==> src/rtl/shift_seq_ctrl_if.sv <==
// Request/response bundle for the multi-cycle shift controller.
// Request side: valid_i, ready_o, a_i, shamt_i, right_i, arith_i, flush_i.
// Response side: valid_o, ready_i, result_o. Status: busy_o.
// master = requester/consumer side, slave = controller side.
interface shift_seq_ctrl_if;
  localparam int unsigned DATA_W  = 32;
  localparam int unsigned SHAMT_W = 5;

  logic               valid_i;
  logic               ready_o;
  logic [DATA_W-1:0]  a_i;
  logic [SHAMT_W-1:0] shamt_i;
  logic               right_i;
  logic               arith_i;
  logic               flush_i;
  logic               valid_o;
  logic               ready_i;
  logic [DATA_W-1:0]  result_o;
  logic               busy_o;

  modport master (
    output valid_i, a_i, shamt_i, right_i, arith_i, flush_i, ready_i,
    input  ready_o, valid_o, result_o, busy_o
  );

  modport slave (
    input  valid_i, a_i, shamt_i, right_i, arith_i, flush_i, ready_i,
    output ready_o, valid_o, result_o, busy_o
  );
endinterface

==> src/rtl/shift_seq_ctrl.sv <==
// Multi-cycle shift controller: accepts a 32-bit shift request, consumes the
// shift amount in chunks of at most MAX_STEP bits per cycle, and returns the
// result over a valid/ready handshake. Supports SLL, SRL and SRA.
// Ports:
//   clk_i  - clock, rising edge
//   rst_ni - asynchronous active-low reset
//   bus    - slave side of shift_seq_ctrl_if (request, response, flush, busy)
module shift_seq_ctrl #(
  parameter int unsigned MAX_STEP = 4
) (
  input  logic             clk_i,
  input  logic             rst_ni,
  shift_seq_ctrl_if.slave  bus
);

  localparam int unsigned DATA_W  = 32;
  localparam int unsigned SHAMT_W = 5;
  localparam logic [SHAMT_W-1:0] STEP_MAX = SHAMT_W'(MAX_STEP);

  typedef enum logic [1:0] {
    IDLE = 2'd0,
    RUN  = 2'd1,
    DONE = 2'd2
  } state_e;

  state_e              state;
  logic [DATA_W-1:0]   acc;
  logic [SHAMT_W-1:0]  rem;
  logic                right_q;
  logic                arith_q;
  logic                ready_q;
  logic                valid_q;
  logic                busy_q;

  logic [SHAMT_W-1:0]  step_c;
  logic [SHAMT_W-1:0]  rem_next_c;
  logic [DATA_W-1:0]   acc_next_c;

  // One iteration of the narrow shift datapath; arithmetic fill comes from
  // bit 31 of the current accumulator so partial shifts compose exactly.
  always_comb begin
    step_c     = (rem > STEP_MAX) ? STEP_MAX : rem;
    rem_next_c = rem - step_c;
    if (!right_q) begin
      acc_next_c = acc << step_c;
    end else if (arith_q) begin
      acc_next_c = DATA_W'($signed(acc) >>> step_c);
    end else begin
      acc_next_c = acc >> step_c;
    end
  end

  // Sequencer: state, datapath registers and registered handshake outputs.
  always_ff @(posedge clk_i or negedge rst_ni) begin
    if (!rst_ni) begin
      state   <= IDLE;
      acc     <= '0;
      rem     <= '0;
      right_q <= 1'b0;
      arith_q <= 1'b0;
      ready_q <= 1'b1;
      valid_q <= 1'b0;
      busy_q  <= 1'b0;
    end else if (bus.flush_i) begin
      // Abort wins over acceptance and over a completing result handshake.
      state   <= IDLE;
      ready_q <= 1'b1;
      valid_q <= 1'b0;
      busy_q  <= 1'b0;
    end else begin
      unique case (state)
        IDLE: begin
          if (bus.valid_i) begin
            acc     <= bus.a_i;
            rem     <= bus.shamt_i;
            right_q <= bus.right_i;
            arith_q <= bus.arith_i;
            ready_q <= 1'b0;
            busy_q  <= 1'b1;
            if (bus.shamt_i == '0) begin
              state   <= DONE;
              valid_q <= 1'b1;
            end else begin
              state   <= RUN;
            end
          end
        end
        RUN: begin
          acc <= acc_next_c;
          rem <= rem_next_c;
          if (rem_next_c == '0) begin
            state   <= DONE;
            valid_q <= 1'b1;
          end
        end
        DONE: begin
          if (bus.ready_i) begin
            state   <= IDLE;
            valid_q <= 1'b0;
            ready_q <= 1'b1;
            busy_q  <= 1'b0;
          end
        end
        default: begin
          state   <= IDLE;
          ready_q <= 1'b1;
          valid_q <= 1'b0;
          busy_q  <= 1'b0;
        end
      endcase
    end
  end

  assign bus.ready_o  = ready_q;
  assign bus.valid_o  = valid_q;
  assign bus.busy_o   = busy_q;
  assign bus.result_o = acc;

endmodule

==> src/flat_wrapper.sv <==
// flat-port wrapper written by rule: the top's interface ports become plain ports
module shift_seq_ctrl_flat 
#(
  parameter int unsigned MAX_STEP = 4
)
  (clk_i, rst_ni, bus_valid_i, bus_a_i, bus_shamt_i, bus_right_i, bus_arith_i, bus_flush_i, bus_ready_i, bus_ready_o, bus_valid_o, bus_result_o, bus_busy_o);
  shift_seq_ctrl_if bus_i ();
  input  logic clk_i;
  input  logic rst_ni;
  input wire logic [$bits(bus_i.valid_i)-1:0] bus_valid_i;
  input wire logic [$bits(bus_i.a_i)-1:0] bus_a_i;
  input wire logic [$bits(bus_i.shamt_i)-1:0] bus_shamt_i;
  input wire logic [$bits(bus_i.right_i)-1:0] bus_right_i;
  input wire logic [$bits(bus_i.arith_i)-1:0] bus_arith_i;
  input wire logic [$bits(bus_i.flush_i)-1:0] bus_flush_i;
  input wire logic [$bits(bus_i.ready_i)-1:0] bus_ready_i;
  output wire logic [$bits(bus_i.ready_o)-1:0] bus_ready_o;
  output wire logic [$bits(bus_i.valid_o)-1:0] bus_valid_o;
  output wire logic [$bits(bus_i.result_o)-1:0] bus_result_o;
  output wire logic [$bits(bus_i.busy_o)-1:0] bus_busy_o;
  assign bus_i.valid_i = bus_valid_i;
  assign bus_i.a_i = bus_a_i;
  assign bus_i.shamt_i = bus_shamt_i;
  assign bus_i.right_i = bus_right_i;
  assign bus_i.arith_i = bus_arith_i;
  assign bus_i.flush_i = bus_flush_i;
  assign bus_i.ready_i = bus_ready_i;
  assign bus_ready_o = bus_i.ready_o;
  assign bus_valid_o = bus_i.valid_o;
  assign bus_result_o = bus_i.result_o;
  assign bus_busy_o = bus_i.busy_o;
  shift_seq_ctrl #(.MAX_STEP(MAX_STEP)) u_core (.clk_i(clk_i), .rst_ni(rst_ni), .bus(bus_i));
endmodule
==> config.mk <==
export PLATFORM = sky130hd
export DESIGN_NAME = shift_seq_ctrl_flat
export DESIGN_NICKNAME = d
export VERILOG_FILES = /design/src/rtl/shift_seq_ctrl_if.sv /design/src/rtl/shift_seq_ctrl.sv /design/src/flat_wrapper.sv
export SDC_FILE = /design/constraint.sdc
export NUM_CORES = 1
export LEC_CHECK = 0
export BUFFER_PORTS_ARGS = -buffer_cell sky130_fd_sc_hd__buf_2
export CAP_MARGIN = 15
export CELL_PAD_IN_SITES_DETAIL_PLACEMENT = 1
export CELL_PAD_IN_SITES_GLOBAL_PLACEMENT = 2
export CORE_AREA = 2 2 130 132
export CTS_CLUSTER_DIAMETER = 100
export DETAILED_ROUTE_END_ITERATION = 16
export DIE_AREA = 0 0 132 134
export HOLD_SLACK_MARGIN = 0.1
export PLACE_DENSITY_LB_ADDON = 0.1
export SKIP_CTS_REPAIR_TIMING = 1
export SYNTH_ARGS = -nofsm -noshare
export SYNTH_HDL_FRONTEND = slang
export SYNTH_SLANG_ARGS = --single-unit
==> constraint.sdc <==
create_clock -name clk_i -period 2.9 [get_ports clk_i]
set_clock_uncertainty 0.15 [all_clocks]
set_input_delay 0.145 -clock clk_i [delete_from_list [all_inputs] [get_ports clk_i]]
set_output_delay 0.145 -clock clk_i [all_outputs]
set_load 0.05 [all_outputs]
# --- Yosys cells after proc, flatten, opt, wreduce, memory -nomap -nowiden ---
# Cells that the tools add are included.
totals:
  regBits: 44
  inputBits: 44
  output_inout_bits: 35
op_classes:
  n_addsub: 1
  n_lt_le_gt_ge: 1
  eq_ne: 8
  shifts: 3
  n_mux: 26
  bitwise_logic: 1
  reduce_logical: 9
ops:
  columns: ["op", "n"]
  rows:
  - ["2-to-1 mux 32 bit", 3]
  - ["case mux 32 bit (2 select lines)", 1]
  - ["left shift 32 x 5 -> 32 bit", 1]
  - [">> shifter 32 x 5 -> 32 bit", 1]
  - [">>> shifter 32 x 5 -> 32 bit", 1]
  - ["AND reduction 3 bit", 4]
  - ["zero test 5 bit", 2]
  - ["2-to-1 mux 1 bit", 10]
  - ["2-to-1 mux 2 bit", 5]
  - ["2-to-1 mux 5 bit", 2]
  - ["case mux 5 bit (2 select lines)", 1]
  - ["case mux 1 bit (3 select lines)", 3]
  - ["inequality test 3 x 2 -> 1 bit, second input constant", 2]
  - ["inequality test 3 bit, second input constant", 2]
  - ["case mux 2 bit (3 select lines)", 1]
  - ["> comparator 5 x 3 -> 1 bit, second input constant", 1]
  - ["subtractor 5 bit", 1]
  - ["inequality test 2 bit, second input constant", 2]
  - ["AND reduction 4 bit", 1]
  - ["== test 2 x 1 -> 1 bit, second input constant", 1]
  - ["== test 2 bit, second input constant", 1]
  - ["zero test 2 bit", 1]
  - ["nonzero test 2 bit", 1]
  - ["NOT 1 bit", 1]

# --- Logic depth before layout (Yosys ltp) ---
depth:
  word_depth: 7
  depth_mapped: 11
  mapped_depth_nobuf: 8

# --- Least setup slack after synthesis ---
# No wires, ideal clock.
synth_timing:
  path_kind: "flip-flop to flip-flop"
  from: "register u_core.rem[3]"
  to: "register u_core.valid_q (netlist: u_core.bus.valid_o)"
  t_arrival_ns: 2.479
  t_required_ns: 2.630
  slack_ns: 0.151
  stages_incl_launch_ff: 11
  path_buffers: 3
  cell_sequence: "dfrtp_1 -> buf_4 -> or3_1 -> clkbuf_1 -> clkbuf_1 -> nand2_1 -> ha_1 -> o21a_1 -> a211o_1 -> a311o_1 -> o211a_1"
synth_between:
  elab_chain_cells: 6
synth_lines:
  columns: ["item", "line_no", "text"]
  rows:
  - ["start, declared", "shift_seq_ctrl.sv:28", "logic [SHAMT_W-1:0] rem;"]
  - ["start signal, assigned", "shift_seq_ctrl.sv:75", "rem <= bus.shamt_i;"]
  - ["start signal, assigned", "shift_seq_ctrl.sv:90", "rem <= rem_next_c;"]
  - ["> comparator 5 x 3 -> 1 bit", "shift_seq_ctrl.sv:42", "step_c = (rem > STEP_MAX) ? STEP_MAX : rem;"]
  - ["2-to-1 mux 5 bit", "shift_seq_ctrl.sv:42", null]
  - ["subtractor 5 bit (*)", "shift_seq_ctrl.sv:43", "rem_next_c = rem - step_c;"]
  - ["zero test 5 bit (*)", "shift_seq_ctrl.sv:91", "if (rem_next_c == '0) begin"]
  - ["inequality test 3 x 2 -> 1 bit (no line) (*)", null, null]
  - ["AND reduction 4 bit (no line) (*)", null, null]
  - ["end signal, assigned", "shift_seq_ctrl.sv:93", "valid_q <= 1'b1;"]
  - ["end signal, assigned", "shift_seq_ctrl.sv:99", "valid_q <= 1'b0;"]
  - ["end signal, assigned", "shift_seq_ctrl.sv:107", "valid_q <= 1'b0;"]
  - ["end, declared", "shift_seq_ctrl.sv:32", "logic valid_q;"]
# Mark *: on every way between the ends. The rest lies on a longest branch, timed or not.
# A chain may end at the register's enable or synchronous reset.

# --- Worst setup path after layout ---
layout_timing:
  from: "register u_core.rem[4]"
  to: "register u_core.acc[17] (netlist: u_core.bus.result_o[17])"
layout_between:
  elab_chain_cells: 6
  elab_cells_between_ends: 8
  cone_classes: "order compare (1); shift (3); mux (4)"
layout_lines:
  columns: ["item", "line_no", "text"]
  rows:
  - ["> comparator 5 x 3 -> 1 bit", "shift_seq_ctrl.sv:42", null]
  - ["2-to-1 mux 5 bit (*)", "shift_seq_ctrl.sv:42", null]
  - [">> shifter 32 x 5 -> 32 bit or >>> shifter 32 x 5 -> 32 bit (tied branches)", "shift_seq_ctrl.sv:49, shift_seq_ctrl.sv:47", null]
  - ["2-to-1 mux 32 bit", "shift_seq_ctrl.sv:46", "end else if (arith_q) begin"]
  - ["2-to-1 mux 32 bit (*)", "shift_seq_ctrl.sv:44", "if (!right_q) begin"]
  - ["case mux 32 bit (2 select lines) (*)", "shift_seq_ctrl.sv:71", "unique case (state)"]
  - ["end signal, assigned", "shift_seq_ctrl.sv:74", "acc <= bus.a_i;"]
  - ["end signal, assigned", "shift_seq_ctrl.sv:89", "acc <= acc_next_c;"]
  - ["end, declared", "shift_seq_ctrl.sv:27", "logic [DATA_W-1:0] acc;"]
# Marked as above.

==> run_results.csv <==
group,metric,value,unit
critical_path,endpoint_kind,"register",
global_routing,use_met2,36.9,%
die,dieArea,17700,um2
critical_path,worstPathRequired,2930,ps
timing,hold_viol,0,
synth,synth_top_area_share,22.5,%
detailed_routing,dr_total_vias,5178,
timing,final_max_slew_viol_count,0,
critical_path,path_max_fanout,16,
synth,syn-instance-count,607,
run,maxCapViolCount,0,
finish,design_area,5870,um2
critical_path,slowest_delay,690,ps
global_routing,grt_util_all_layers,23.5,%
global_routing,grt_use_met1,33.2,%
power_and_ir_drop,cellPowerDensity,1350,nW/um2
die,dieHeight,134,um
timing,rsz0062_at_grt,"false",
finish,drive_above_1_share,25.0,%
place,placed_cells,855,
synth,synth_area_leaders,"dfrtp_1, mux4_2, mux2i_1, a21oi_1, o21ai_0",
critical_path,worstSetupPathType,"reg2reg",
place,gp_congestion,0.842,
timing,tns,0,ps
worst_hold_path,worst_hold_path_type,"in2reg",
detailed_routing,initialDrtViolationCount,375,
synth,syn_area_per_cell,7.87,um2
clocking,clk_path_buf_depth,2,
global_routing,grt_pass1_wl,32400,um
critical_path,cp_data_arrival_time,2460,ps
synth,synth.largest_area_cell,"dfrtp_1",
timing,worst_hold_slack,78.0,ps
timing,min_period,2430,ps
detailed_routing,routedWlPerCell,23.3,um
synth,synth_top_flop_cell,"dfrtp_1",
synth,synth_edf_count,0,
timing,worst_pin_slew,609,ps
global_routing,grt_pass1_vias,5293,
detailed_routing,first_pass_iters,5,
clocking,root_buffer,"clkbuf_16",
global_routing,grt_max_degree,55,
power_and_ir_drop,ir_worst_vdd,0.453,mV
clocking,h-tree-depth,2,
global_routing,antenna_found_initial,0,
synth,synthesis.nets,652,
synth,ys_seq_area_share,23.1,%
power_and_ir_drop,p_leak,2.35,nW
clocking,cts_tree,"built",
global_routing,gr-total-overflow,0,
synth,yosys_warnings,0,
place,hpwl,13900,um
finish,nets,715,
timing,fmax,411,MHz
detailed_routing,antenna_left,0,
clocking,clock_latency,300,ps
global_routing,met3_usage,3.70,%
die,num_io_pins,79,
status,status,"finished, final reports clean",
clocking,cts.reportedPaths.clkPinSlew,70,ps
synth,syn_area,4780,um2
synth,async_reset_ff_share,100,%
die,rows,47,
timing,max_slew_margin,59.4,%
critical_path,regToRegSetupSlack,470,ps
finish,areaGrowthSynthToFinish,22.9,%
clocking,clock-sinks,44,
timing,setup_viol,0,
detailed_routing,routed_wirelength,20700,um
die,core_area,16300,um2
finish,stdcell_count,891,
die,initial_core_util,29.3,%
place,place_area,5410,um2
timing,fin_crit_sh,83.9,%
critical_path,worstPathCellList,"or4b_1 > buf_4 > mux4_2 > a211oi_1 > nor3_1",
detailed_routing,vias_per_cell,5.81,
synth,synth-seq-cells,44,
critical_path,cp_top_family,"simple AND/OR/NAND/NOR gates",
clocking,cts_made_buffers,5,
finish,diodes,0,
die,chipWidth,132,um
critical_path,worstSetupStartpointType,"register",
synth,synth_cell_types,66,
global_routing,busiest_layer,"met2",
place,portBuffers,78,
critical_path,path_buf_inv,1,
detailed_routing,route.detailed.drc,0,
critical_path,cp_slowest_cell,"or4b_1",
==> cells by family (layout without fill, tap and decap cells) <==
group                      count (synthesis)  after routing  synth area share, %
AOI/OAI and AO/OA                        205            205                 26.7
adders and majority gates                  1              1                0.262
buffers and inverters                     93            157                 8.70
DFF                                       44             44                 23.1
muxes                                     71             71                 21.2
other                                      1              1               0.0785
and+or+nand+nor                          192            192                 20.0
==> cells in the final DEF, fill, tap and decap left out, drive strengths merged, types with 5 or more instances in the layout <==
cell | netlist | final
or3 | 14 | 14
dlygate4sd3 | 0 | 28
nor2 | 32 | 32
nand3 | 14 | 14
dfrtp | 43 | 43
mux2 | 11 | 11
clkbuf | 57 | 7
nand2 | 71 | 71
a31oi | 17 | 17
o22ai | 9 | 9
nor2b | 6 | 6
a21oi | 61 | 61
o211ai | 5 | 5
a2111oi | 5 | 5
a211oi | 11 | 11
nand2b | 6 | 6
buf | 28 | 113
inv | 8 | 8
mux4 | 22 | 22
nor3 | 26 | 26
o21ai | 57 | 57
nor4 | 6 | 6
mux2i | 38 | 38
==> power breakdown <==
part	total, mW	internal [mW]	switching, mW
Sequential	1.73	0.908	0.822
Combinational	5.46	2.06	3.40
Clock	0.737	0.455	0.282
Total	7.93	3.43	4.50
==> registers in the layout, indices dropped and copies added (netlist names) <==
register             count
u_core.bus.valid_o       1
u_core.state             2
u_core.bus.ready_o       1
u_core.arith_q           1
u_core.rem               5
u_core.right_q           1
u_core.bus.result_o     32
u_core.bus.busy_o        1
==> cells in the mapped netlist, types with 3 or more instances <==
| master | instances |
|---|---|
| mux4_1 | 3 |
| a221oi_1 | 3 |
| nand2b_1 | 6 |
| o21ai_0 | 56 |
| and3_1 | 3 |
| nor3_1 | 25 |
| inv_1 | 8 |
| buf_1 | 5 |
| o221ai_1 | 4 |
| a2111oi_0 | 3 |
| or2_2 | 3 |
| mux4_2 | 19 |
| mux2_2 | 11 |
| o211ai_1 | 5 |
| nand2_1 | 71 |
| a211oi_1 | 10 |
| a311oi_1 | 3 |
| nor2_1 | 32 |
| buf_4 | 5 |
| a21oi_1 | 61 |
| a31oi_1 | 17 |
| clkbuf_1 | 57 |
| mux2i_1 | 38 |
| o22ai_1 | 9 |
| nor4_1 | 6 |
| dfrtp_1 | 43 |
| or3_1 | 14 |
| nand3_1 | 14 |
| buf_6 | 4 |
| buf_2 | 14 |
| nor2b_1 | 6 |
==> layer usage <==
metal | share of wire [%] | vias to the layer above
met5 | 0 | -
li1 | - | 2391
met2 | 46 | 126
met1 | 48 | 2632
met3 | 3.7 | 29
met4 | 2.2 | 0
==> worst reg2reg max path, delay by kind of cell, from the launching register on <==
family	cells	cell delay [ps]
compound gates	1	320
buf+inv	1	270
mux	1	310
simple gates	2	790
flops	1	480
==> per-stage QoR <==
step / total power, mW / setup WS, ps / utilization, %
6_report: 7.93 / 468 / 36.0
3_5_place_dp: 7.16 / 498 / 33.2
4_1_cts: 7.92 / 497 / 34.3
5_1_grt: 8.49 / 329 / 36.0
3_3_place_gp: 7.11 / 551 / 33.2
2_1_floorplan: 5.47 / 151 / -
==> area by class of cell <==
class                   count  area (um2)
clock buffers               7         153
clock inverters             1        30.0
fillers                  1954       10400
inverters                   8        30.0
multi-input cells         470        3280
flip-flops and latches     44        1100
well taps                 220         275
repair buffers            141         996
==> worst paths after layout <==
path                                          startpoint                                   to  cells past startpoint
max reg2reg                    u_core.rem[4]$_DFFE_PN0P_  u_core.bus.result_o[17]$_DFFE_PN0P_                      5
min reg2reg                u_core.bus.busy_o$_DFFE_PN0P_        u_core.bus.busy_o$_DFFE_PN0P_                      2
max in group asynchronous                         rst_ni            u_core.rem[1]$_DFFE_PN0P_                      3
min                                           bus_a_i[2]   u_core.bus.result_o[2]$_DFFE_PN0P_                      4
min in group asynchronous                         rst_ni  u_core.bus.result_o[12]$_DFFE_PN0P_                      2
max                            u_core.rem[4]$_DFFE_PN0P_  u_core.bus.result_o[17]$_DFFE_PN0P_                      5
Power figures use the tool's default switching activity.
